[config.mk]
export PLATFORM = sky130hd
export DESIGN_NAME = controller_fsm_nested
export DESIGN_NICKNAME = d
export VERILOG_FILES = /design/src/rtl/controller_fsm_nested.sv
export SDC_FILE = /design/constraint.sdc
export NUM_CORES = 1
export LEC_CHECK = 0
export ABC_AREA = 1
export CAP_MARGIN = 40
export CORE_UTILIZATION = 42
export DETAILED_ROUTE_END_ITERATION = 8
export GPL_TIMING_DRIVEN = 0
export PLACE_DENSITY = 0.71
export SYNTH_ARGS = -nofsm -noshare
export SYNTH_HDL_FRONTEND = slang
export SYNTH_SLANG_ARGS = --single-unit
[constraint.sdc]
create_clock -name clk -period 4.55 [get_ports clk]
set_clock_uncertainty 0.2 [all_clocks]
set_input_delay 0.91 -clock clk [delete_from_list [all_inputs] [get_ports clk]]
set_output_delay 0.91 -clock clk [all_outputs]
set_load 0.03 [all_outputs]
[src/rtl/controller_fsm_nested.sv]
// MiniRISC control FSM: fetch/decode/execute sequencing, nested prioritised
// interrupts with a priority stack, data-bus timeout abort and debug single-step.
module controller_fsm_nested #(
  parameter int unsigned NUM_IRQ     = 4,
  parameter int unsigned NEST_DEPTH  = 4,
  parameter int unsigned BUS_TIMEOUT = 15
) (
  input  logic                                     clk,
  input  logic                                     rst_n,
  input  logic                                     i_addr_op2_sel,
  input  logic [3:0]                               i_opcode,
  input  logic [3:0]                               i_ctrl_op,
  input  logic                                     i_alu_flag_z,
  input  logic                                     i_alu_flag_c,
  input  logic                                     i_alu_flag_n,
  input  logic                                     i_alu_flag_v,
  input  logic [NUM_IRQ-1:0]                       i_irq,
  input  logic                                     i_flag_ie_din,
  input  logic                                     i_bus_grant,
  input  logic                                     i_dbg_break,
  input  logic                                     i_dbg_continue,
  input  logic                                     i_dbg_step,
  input  logic                                     i_dbg_ie_wr,
  input  logic                                     i_dbg_ie_din,
  input  logic                                     i_dbg_reg_wr,
  input  logic                                     i_dbg_mem_wr,
  input  logic                                     i_dbg_mem_rd,
  output logic                                     o_initialize,
  output logic                                     o_fetch,
  output logic                                     o_decode,
  output logic                                     o_interrupt,
  output logic [((NUM_IRQ > 1) ? $clog2(NUM_IRQ) : 1)-1:0] o_int_vector,
  output logic                                     o_ex_jump,
  output logic                                     o_ex_call,
  output logic                                     o_ex_ret_sub,
  output logic                                     o_ex_ret_int,
  output logic                                     o_wr_data_sel,
  output logic                                     o_reg_wr_en,
  output logic [1:0]                               o_alu_op_type,
  output logic                                     o_bus_req,
  output logic                                     o_data_mem_wr,
  output logic                                     o_data_mem_rd,
  output logic                                     o_bus_error,
  output logic                                     o_flag_ie,
  output logic                                     o_flag_if,
  output logic                                     o_dbg_is_brk
);

  localparam int unsigned IW = (NUM_IRQ > 1) ? $clog2(NUM_IRQ) : 1;
  localparam int unsigned PW = $clog2(NUM_IRQ + 1);
  localparam int unsigned DW = $clog2(NEST_DEPTH + 1);
  localparam int unsigned SD = 1 << DW;
  localparam int unsigned CW = 8;

  localparam logic [3:0] OPCODE_ADD   = 4'h0;
  localparam logic [3:0] OPCODE_ADC   = 4'h1;
  localparam logic [3:0] OPCODE_SUB   = 4'h2;
  localparam logic [3:0] OPCODE_SBC   = 4'h3;
  localparam logic [3:0] OPCODE_AND   = 4'h4;
  localparam logic [3:0] OPCODE_OR    = 4'h5;
  localparam logic [3:0] OPCODE_XOR   = 4'h6;
  localparam logic [3:0] OPCODE_SHIFT = 4'h7;
  localparam logic [3:0] OPCODE_CMP   = 4'h8;
  localparam logic [3:0] OPCODE_TST   = 4'h9;
  localparam logic [3:0] OPCODE_MOV   = 4'hA;
  localparam logic [3:0] OPCODE_LD    = 4'hB;
  localparam logic [3:0] OPCODE_ST    = 4'hC;
  localparam logic [3:0] OPCODE_CTRL  = 4'hD;

  localparam logic [3:0] CTRL_JMP = 4'h0;
  localparam logic [3:0] CTRL_JZ  = 4'h1;
  localparam logic [3:0] CTRL_JNZ = 4'h2;
  localparam logic [3:0] CTRL_JC  = 4'h3;
  localparam logic [3:0] CTRL_JNC = 4'h4;
  localparam logic [3:0] CTRL_JN  = 4'h5;
  localparam logic [3:0] CTRL_JNN = 4'h6;
  localparam logic [3:0] CTRL_JV  = 4'h7;
  localparam logic [3:0] CTRL_JNV = 4'h8;
  localparam logic [3:0] CTRL_JSR = 4'h9;
  localparam logic [3:0] CTRL_RTS = 4'hA;
  localparam logic [3:0] CTRL_RTI = 4'hB;
  localparam logic [3:0] CTRL_STI = 4'hC;
  localparam logic [3:0] CTRL_CLI = 4'hD;

  localparam logic [1:0] ALU_MOVE  = 2'd0;
  localparam logic [1:0] ALU_ARITH = 2'd1;
  localparam logic [1:0] ALU_LOGIC = 2'd2;
  localparam logic [1:0] ALU_SHIFT = 2'd3;

  typedef enum logic [3:0] {
    ST_INIT     = 4'd0,
    ST_FETCH    = 4'd1,
    ST_DECODE   = 4'd2,
    ST_EX_LD    = 4'd3,
    ST_EX_ST    = 4'd4,
    ST_EX_MOV   = 4'd5,
    ST_EX_ARITH = 4'd6,
    ST_EX_LOGIC = 4'd7,
    ST_EX_SHIFT = 4'd8,
    ST_EX_CTRL  = 4'd9,
    ST_EX_NOP   = 4'd10,
    ST_INT_REQ  = 4'd11,
    ST_BREAK    = 4'd12
  } state_t;

  state_t          r_state;
  state_t          w_next;
  logic            r_flag_ie;
  logic            r_flag_if;
  logic            r_bus_error;
  logic            r_step;
  logic [DW-1:0]   r_depth;
  logic [PW-1:0]   r_stack [SD];
  logic [PW-1:0]   r_int_sel;
  logic [CW-1:0]   r_to_cnt;

  logic [PW-1:0]   w_sel;
  logic [PW-1:0]   w_cur;
  logic [DW-1:0]   w_top_idx;
  logic [DW-1:0]   w_depth_nxt;
  logic            w_take_int;
  logic            w_timeout;
  logic            w_abort;
  logic            w_ex_done;
  logic            w_sti;
  logic            w_cli;
  logic            w_ie_nxt;

  // Priority select (index 0 wins) and the priority of the innermost active level
  always_comb begin
    w_sel = PW'(NUM_IRQ);
    for (int i = int'(NUM_IRQ) - 1; i >= 0; i--) begin
      if (i_irq[i]) w_sel = PW'(i);
    end
    w_top_idx  = r_depth - DW'(1);
    w_cur      = (r_depth == '0) ? PW'(NUM_IRQ) : r_stack[w_top_idx];
    w_take_int = r_flag_ie & (|i_irq) & (w_sel < w_cur) & (r_depth < DW'(NEST_DEPTH));
    w_timeout  = (r_to_cnt == CW'(BUS_TIMEOUT - 1)) & ~i_bus_grant;
  end

  always_ff @(posedge clk or negedge rst_n) begin
    if (!rst_n) r_state <= ST_INIT;
    else        r_state <= w_next;
  end

  // Next state and decoded strobes
  always_comb begin
    w_next        = r_state;
    w_ex_done     = 1'b0;
    w_abort       = 1'b0;
    w_sti         = 1'b0;
    w_cli         = 1'b0;
    o_initialize  = 1'b0;
    o_fetch       = 1'b0;
    o_decode      = 1'b0;
    o_interrupt   = 1'b0;
    o_int_vector  = '0;
    o_ex_jump     = 1'b0;
    o_ex_call     = 1'b0;
    o_ex_ret_sub  = 1'b0;
    o_ex_ret_int  = 1'b0;
    o_wr_data_sel = 1'b0;
    o_reg_wr_en   = 1'b0;
    o_alu_op_type = ALU_MOVE;
    o_data_mem_wr = 1'b0;
    o_data_mem_rd = 1'b0;
    o_dbg_is_brk  = 1'b0;
    case (r_state)
      ST_INIT: begin
        o_initialize = 1'b1;
        w_next       = ST_FETCH;
      end
      ST_FETCH: begin
        o_fetch = ~(i_dbg_break | r_step);
        w_next  = (i_dbg_break | r_step) ? ST_BREAK : ST_DECODE;
      end
      ST_DECODE: begin
        o_decode = 1'b1;
        case (i_opcode)
          OPCODE_LD:    w_next = ST_EX_LD;
          OPCODE_ST:    w_next = ST_EX_ST;
          OPCODE_MOV:   w_next = ST_EX_MOV;
          OPCODE_ADD, OPCODE_ADC, OPCODE_SUB, OPCODE_SBC, OPCODE_CMP:
                        w_next = ST_EX_ARITH;
          OPCODE_AND, OPCODE_OR, OPCODE_XOR, OPCODE_TST:
                        w_next = ST_EX_LOGIC;
          OPCODE_SHIFT: w_next = i_addr_op2_sel ? ST_EX_SHIFT : ST_EX_LOGIC;
          OPCODE_CTRL:  w_next = ST_EX_CTRL;
          default:      w_next = ST_EX_NOP;
        endcase
      end
      ST_EX_LD: begin
        o_data_mem_rd = 1'b1;
        o_wr_data_sel = 1'b1;
        o_reg_wr_en   = i_bus_grant;
        w_abort       = w_timeout;
        w_ex_done     = i_bus_grant | w_timeout;
      end
      ST_EX_ST: begin
        o_data_mem_wr = 1'b1;
        w_abort       = w_timeout;
        w_ex_done     = i_bus_grant | w_timeout;
      end
      ST_EX_MOV: begin
        o_reg_wr_en = 1'b1;
        w_ex_done   = 1'b1;
      end
      ST_EX_ARITH: begin
        o_alu_op_type = ALU_ARITH;
        o_reg_wr_en   = ~i_opcode[3];
        w_ex_done     = 1'b1;
      end
      ST_EX_LOGIC: begin
        o_alu_op_type = ALU_LOGIC;
        o_reg_wr_en   = ~i_opcode[3];
        w_ex_done     = 1'b1;
      end
      ST_EX_SHIFT: begin
        o_alu_op_type = ALU_SHIFT;
        o_reg_wr_en   = 1'b1;
        w_ex_done     = 1'b1;
      end
      ST_EX_CTRL: begin
        w_ex_done = 1'b1;
        case (i_ctrl_op)
          CTRL_JMP: o_ex_jump    = 1'b1;
          CTRL_JZ:  o_ex_jump    = i_alu_flag_z;
          CTRL_JNZ: o_ex_jump    = ~i_alu_flag_z;
          CTRL_JC:  o_ex_jump    = i_alu_flag_c;
          CTRL_JNC: o_ex_jump    = ~i_alu_flag_c;
          CTRL_JN:  o_ex_jump    = i_alu_flag_n;
          CTRL_JNN: o_ex_jump    = ~i_alu_flag_n;
          CTRL_JV:  o_ex_jump    = i_alu_flag_v;
          CTRL_JNV: o_ex_jump    = ~i_alu_flag_v;
          CTRL_JSR: o_ex_call    = 1'b1;
          CTRL_RTS: o_ex_ret_sub = 1'b1;
          CTRL_RTI: o_ex_ret_int = 1'b1;
          CTRL_STI: w_sti        = 1'b1;
          CTRL_CLI: w_cli        = 1'b1;
          default:  ;
        endcase
      end
      ST_EX_NOP: w_ex_done = 1'b1;
      ST_INT_REQ: begin
        o_interrupt  = 1'b1;
        o_int_vector = IW'(r_int_sel);
        w_next       = ST_FETCH;
      end
      ST_BREAK: begin
        o_dbg_is_brk  = 1'b1;
        o_data_mem_rd = i_dbg_mem_rd;
        o_data_mem_wr = i_dbg_mem_wr;
        o_reg_wr_en   = i_dbg_reg_wr;
        if (i_dbg_continue | i_dbg_step) w_next = ST_DECODE;
      end
      default: w_next = ST_INIT;
    endcase
    if (w_ex_done) w_next = w_take_int ? ST_INT_REQ : ST_FETCH;
    o_bus_req = o_data_mem_rd | o_data_mem_wr;
  end

  // Interrupt-enable update and nesting depth bookkeeping
  always_comb begin
    w_ie_nxt = r_flag_ie;
    if (o_initialize | o_interrupt | w_cli)        w_ie_nxt = 1'b0;
    else if (w_sti)                                w_ie_nxt = 1'b1;
    else if (o_ex_ret_int)                         w_ie_nxt = i_flag_ie_din;
    else if (o_dbg_is_brk & i_dbg_ie_wr)           w_ie_nxt = i_dbg_ie_din;
    w_depth_nxt = r_depth;
    if (o_interrupt)                               w_depth_nxt = r_depth + DW'(1);
    else if (o_ex_ret_int && (r_depth != '0))      w_depth_nxt = r_depth - DW'(1);
  end

  always_ff @(posedge clk or negedge rst_n) begin
    if (!rst_n) begin
      r_flag_ie   <= 1'b0;
      r_flag_if   <= 1'b0;
      r_bus_error <= 1'b0;
      r_step      <= 1'b0;
      r_depth     <= '0;
      r_int_sel   <= '0;
      r_to_cnt    <= '0;
      for (int i = 0; i < int'(SD); i++) r_stack[i] <= '0;
    end else begin
      r_flag_ie   <= w_ie_nxt;
      r_flag_if   <= (w_depth_nxt != '0);
      r_bus_error <= w_abort;
      r_depth     <= w_depth_nxt;
      if (o_interrupt) r_stack[r_depth] <= r_int_sel;
      if (w_ex_done && w_take_int) r_int_sel <= w_sel;
      if ((r_state == ST_DECODE) && ((w_next == ST_EX_LD) || (w_next == ST_EX_ST)))
        r_to_cnt <= '0;
      else if (((r_state == ST_EX_LD) || (r_state == ST_EX_ST)) && !i_bus_grant)
        r_to_cnt <= r_to_cnt + CW'(1);
      // Step flag survives an interrupt entry so the break lands on the next fetch
      if ((r_state == ST_FETCH) && (w_next == ST_BREAK)) r_step <= 1'b0;
      else if ((r_state == ST_BREAK) && i_dbg_step)      r_step <= 1'b1;
    end
  end

  assign o_flag_ie   = r_flag_ie;
  assign o_flag_if   = r_flag_if;
  assign o_bus_error = r_bus_error;

endmodule

==> key figures <==
Route
  • Vias: 2808
  • Starting DRT DRC Count: roughly 140
  • DRC: 0
  • Vias per cell: 5.02
  • DRT Pass-1 Iters: 4
  • Post-DR wirelength/cell: approximately 13 um
  • Final wirelength: 7040 um
  • Routed Antenna Nets: 0

Floorplan
  • Initial core utilization: a little over two fifths
  • Die width: 85.7 um
  • Full die area: around 7300 um2
  • DIE HEIGHT: ~86 um
  • I/O pin cnt: 50
  • Area of the core: about 6800 um2
  • Core Rows: 30

Global route
  • First-pass GRT wire length: roughly 12000 um
  • Total track usage: between 10% and 20%
  • Global route overflow: 0
  • Initial antenna violation count: 0
  • Largest net degree at the start of global routing: 25
  • Vias in the first global route: approximately 2.7k

Synth
  • Mux cell area share after synthesis: 0%
  • Part of the Yosys area used for sequential elements: about two fifths
  • Synthesized cell area: 2940 um2
  • Synth Area in Simple Gates: 32.0%
  • Commonest register cell after synthesis: dfrtp_1
  • Net Count, Synth: between 400 and 500
  • Synth Instances: between 400 and 500
  • Most frequent cells after synthesis: nand2_1, inv_1, dfrtp_1
  • Synth Area in Adders: around 3%
  • Synth Area in XOR/XNOR: ~3.2%
  • Synthesized flop and latch total: 46
  • Synth warn: 0
  • Synth cell types: 36
  • Fraction of registers with async set or reset after synthesis: 100%
  • Synth area leaders: dfrtp_1, nand2_1, o21ai_0
  • Area share of the largest cell type after synthesis: between 30% and 40%
  • Largest family of logic cells by synthesized area: simple AND/OR/NAND/NOR gates
  • Most common cell in the synthesized netlist: nand2_1
  • Post-synthesis compound-gate area fraction: 14.6%
  • Mapped Avg Cell Area: 7.23 um2
  • Largest area contributor in the netlist: dfrtp_1
  • Post-synth EDFFs: 0

STA
  • Relative slew slack: a little under two thirds
  • Slew Limit Fails: 0
  • F_max: between 0.2 and 0.3 GHz
  • Setup-failing EPs final: 0
  • Setup TNS: 0 ps
  • Post-route minimum period: about 3900 ps
  • Setup repair after global routing missed its margin: false
  • Final Cycle Share: a little under nine tenths
  • Final Hold Viols: 0
  • Worst-Margin Slew: between 500 and 600 ps
  • Fin Hold WS: 290 ps

CTS
  • Cts-stage hold buffer count: 0
  • Clock net sink count: 46
  • Depth of the CTS H-tree: 2
  • Post-cts resize count: 0
  • Postcts setup bufs: 0
  • Clk slew on worst S/H paths: ~70 ps
  • CTS buffer count: 5
  • Root Driver: clkbuf_8
  • Clk_lat worst skew: a little under 300 ps
  • Buffer levels on the longest clock path: 2
  • CTS tree: done

Power and ir drop
  • Pwr dens: ~520 nW/um2
  • VDD IR max: 0.398 mV
  • Leak: around 1.8 nW

Cells and area
  • Inserted Diodes: 0
  • Fill cells: 660
  • Design Area, Final: ~3600 um2
  • Syn-to-layout area delta: 24.1%
  • Layout net count: 500
  • Sequential cell area: between 1000 and 1500 um2
  • Layout cells sized above 1: about 9.1%
  • Area of the multi-input gates: roughly 1600 um2

Place
  • Port Buf Inserts: roughly 50
  • Placed cell areas: around 3600 um2
  • Final Wtd Congestion: 0.842
  • DP HPWL: between 5000 and 6000 um

Critical path
  • Critical-path maximum fanout: 5
  • Worst EP arrival: approximately 2800 ps
  • CP max-delay cell: clkdlybuf4s50_1
  • Worst-path cell chain: clkdlybuf4s50_1 -> inv_1 -> a21boi_0 -> o221ai_1 -> nand3_1 -> nand2_1 -> o31ai_1 -> nand2_1 -> inv_1 -> clkdlybuf4s50_1
  • Startpoint Class: primary input
  • Slowest stage delay, CP: roughly 660 ps
  • Worst path required time: ~3400 ps
  • Crit Path Class: primary input to output port
  • Crit end category: output port

Outcome
  • Status: completed

Hold path
  • Worst min path class: flip-flop to flip-flop

Job
  • MaxCap Viol Count: 0
-- routing by layer --
| layer | vias up | share of wire, % | GRT usage [%] |
|---|---|---|---|
| li1 | 1423 | - | - |
| met1 | 1308 | 46 | 25.9 |
| met2 | 68 | 49 | 35.0 |
| met3 | 9 | 4.3 | 3.66 |
| met4 | 0 | 0.70 | 3.18 |
| met5 | - | 0 | 0 |
-- final cells by class --
| type | instances | area share [%] |
|---|---|---|
| Buffer | 3 | 0.411 |
| Timing Repair Buffer | 50 | 13.8 |
| Inverter | 59 | 6.07 |
| Tap cell | 96 | 3.29 |
| Sequential cell | 46 | 31.5 |
| Multi-Input combinational cell | 299 | 42.6 |
| Clock buffer | 6 | 2.26 |
-- logic make-up (layout without fill, tap and decap cells) --
group | count (synthesis) | after routing
buf+inv | 62 | 118
flops | 46 | 46
xor+xnor | 10 | 10
simple gates | 207 | 207
compound gates | 75 | 75
fa+ha+maj | 7 | 7
-- flip-flops by register name, indices dropped and copies added (netlist names) --
register / count
r_stack: 24
r_to_cnt: 8
r_state: 4
r_depth: 3
r_int_sel: 3
o_bus_error: 1
o_flag_ie: 1
o_flag_if: 1
r_step: 1
-- cell usage in the layout, fill, tap and decap left out, drive strengths merged, types with 2 or more instances in the layout --
| cell | n |
|---|---|
| dfrtp | 46 |
| o21ai | 41 |
| xor2 | 7 |
| nand4 | 4 |
| inv | 59 |
| clkbuf | 7 |
| o22ai | 2 |
| nor2 | 47 |
| xnor2 | 3 |
| o221ai | 3 |
| nand3 | 26 |
| nand2 | 124 |
| o31ai | 2 |
| buf | 4 |
| nor3 | 5 |
| clkdlybuf4s50 | 48 |
| a21oi | 19 |
| ha | 7 |
-- stage by stage --
| step | cells | power, W | util (%) | worst slack (ps) |
|---|---|---|---|---|
| 3_5_place_dp | 553 | 0.00167 | 52.5 | 655 |
| 3_3_place_gp | 552 | 0.00165 | 52.3 | 677 |
| 6_report | 559 | 0.00191 | 53.7 | 640 |
| 5_1_grt | 559 | 0.00207 | 53.7 | 437 |
| 2_1_floorplan | 407 | 0.00135 | - | 1540 |
| 4_1_cts | 559 | 0.00192 | 53.7 | 644 |
-- path summary, 6_finish.rpt --
check | from | endpoint | slack, ps | cells after the start
worst min register to register | r_stack[3]$_DFFE_PN0P_ | r_stack[3]$_DFFE_PN0P_ | 290 | 2
worst min-delay path | r_stack[3]$_DFFE_PN0P_ | r_stack[3]$_DFFE_PN0P_ | 290 | 2
worst max-delay path | i_ctrl_op[0] | o_ex_jump | 640 | 10
max in group asynchronous | rst_n | r_to_cnt[2]$_DFFE_PN0P_ | 3240 | 2
min in group asynchronous | rst_n | r_depth[2]$_DFF_PN0_ | 390 | 1
worst max register to register | r_depth[0]$_DFF_PN0_ | r_to_cnt[2]$_DFFE_PN0P_ | 820 | 16
-- worst max-delay path, delay by kind of cell --
kind,cells,cell delay [ps]
simple gates,3,200
buf+inv,4,1350
compound gates,3,340
-- report_power, final --
| group | switching [W] | total, W | leakage [nW] | internal (W) |
|---|---|---|---|---|
| Sequential | 0.0000900 | 0.000597 | 0.612 | 0.000507 |
| Clock | 0.000126 | 0.000244 | 0.0431 | 0.000117 |
| Combinational | 0.000690 | 0.00107 | 1.12 | 0.000383 |
| Total | 0.000907 | 0.00191 | 1.78 | 0.00101 |
Power figures use the tool's default switching activity.
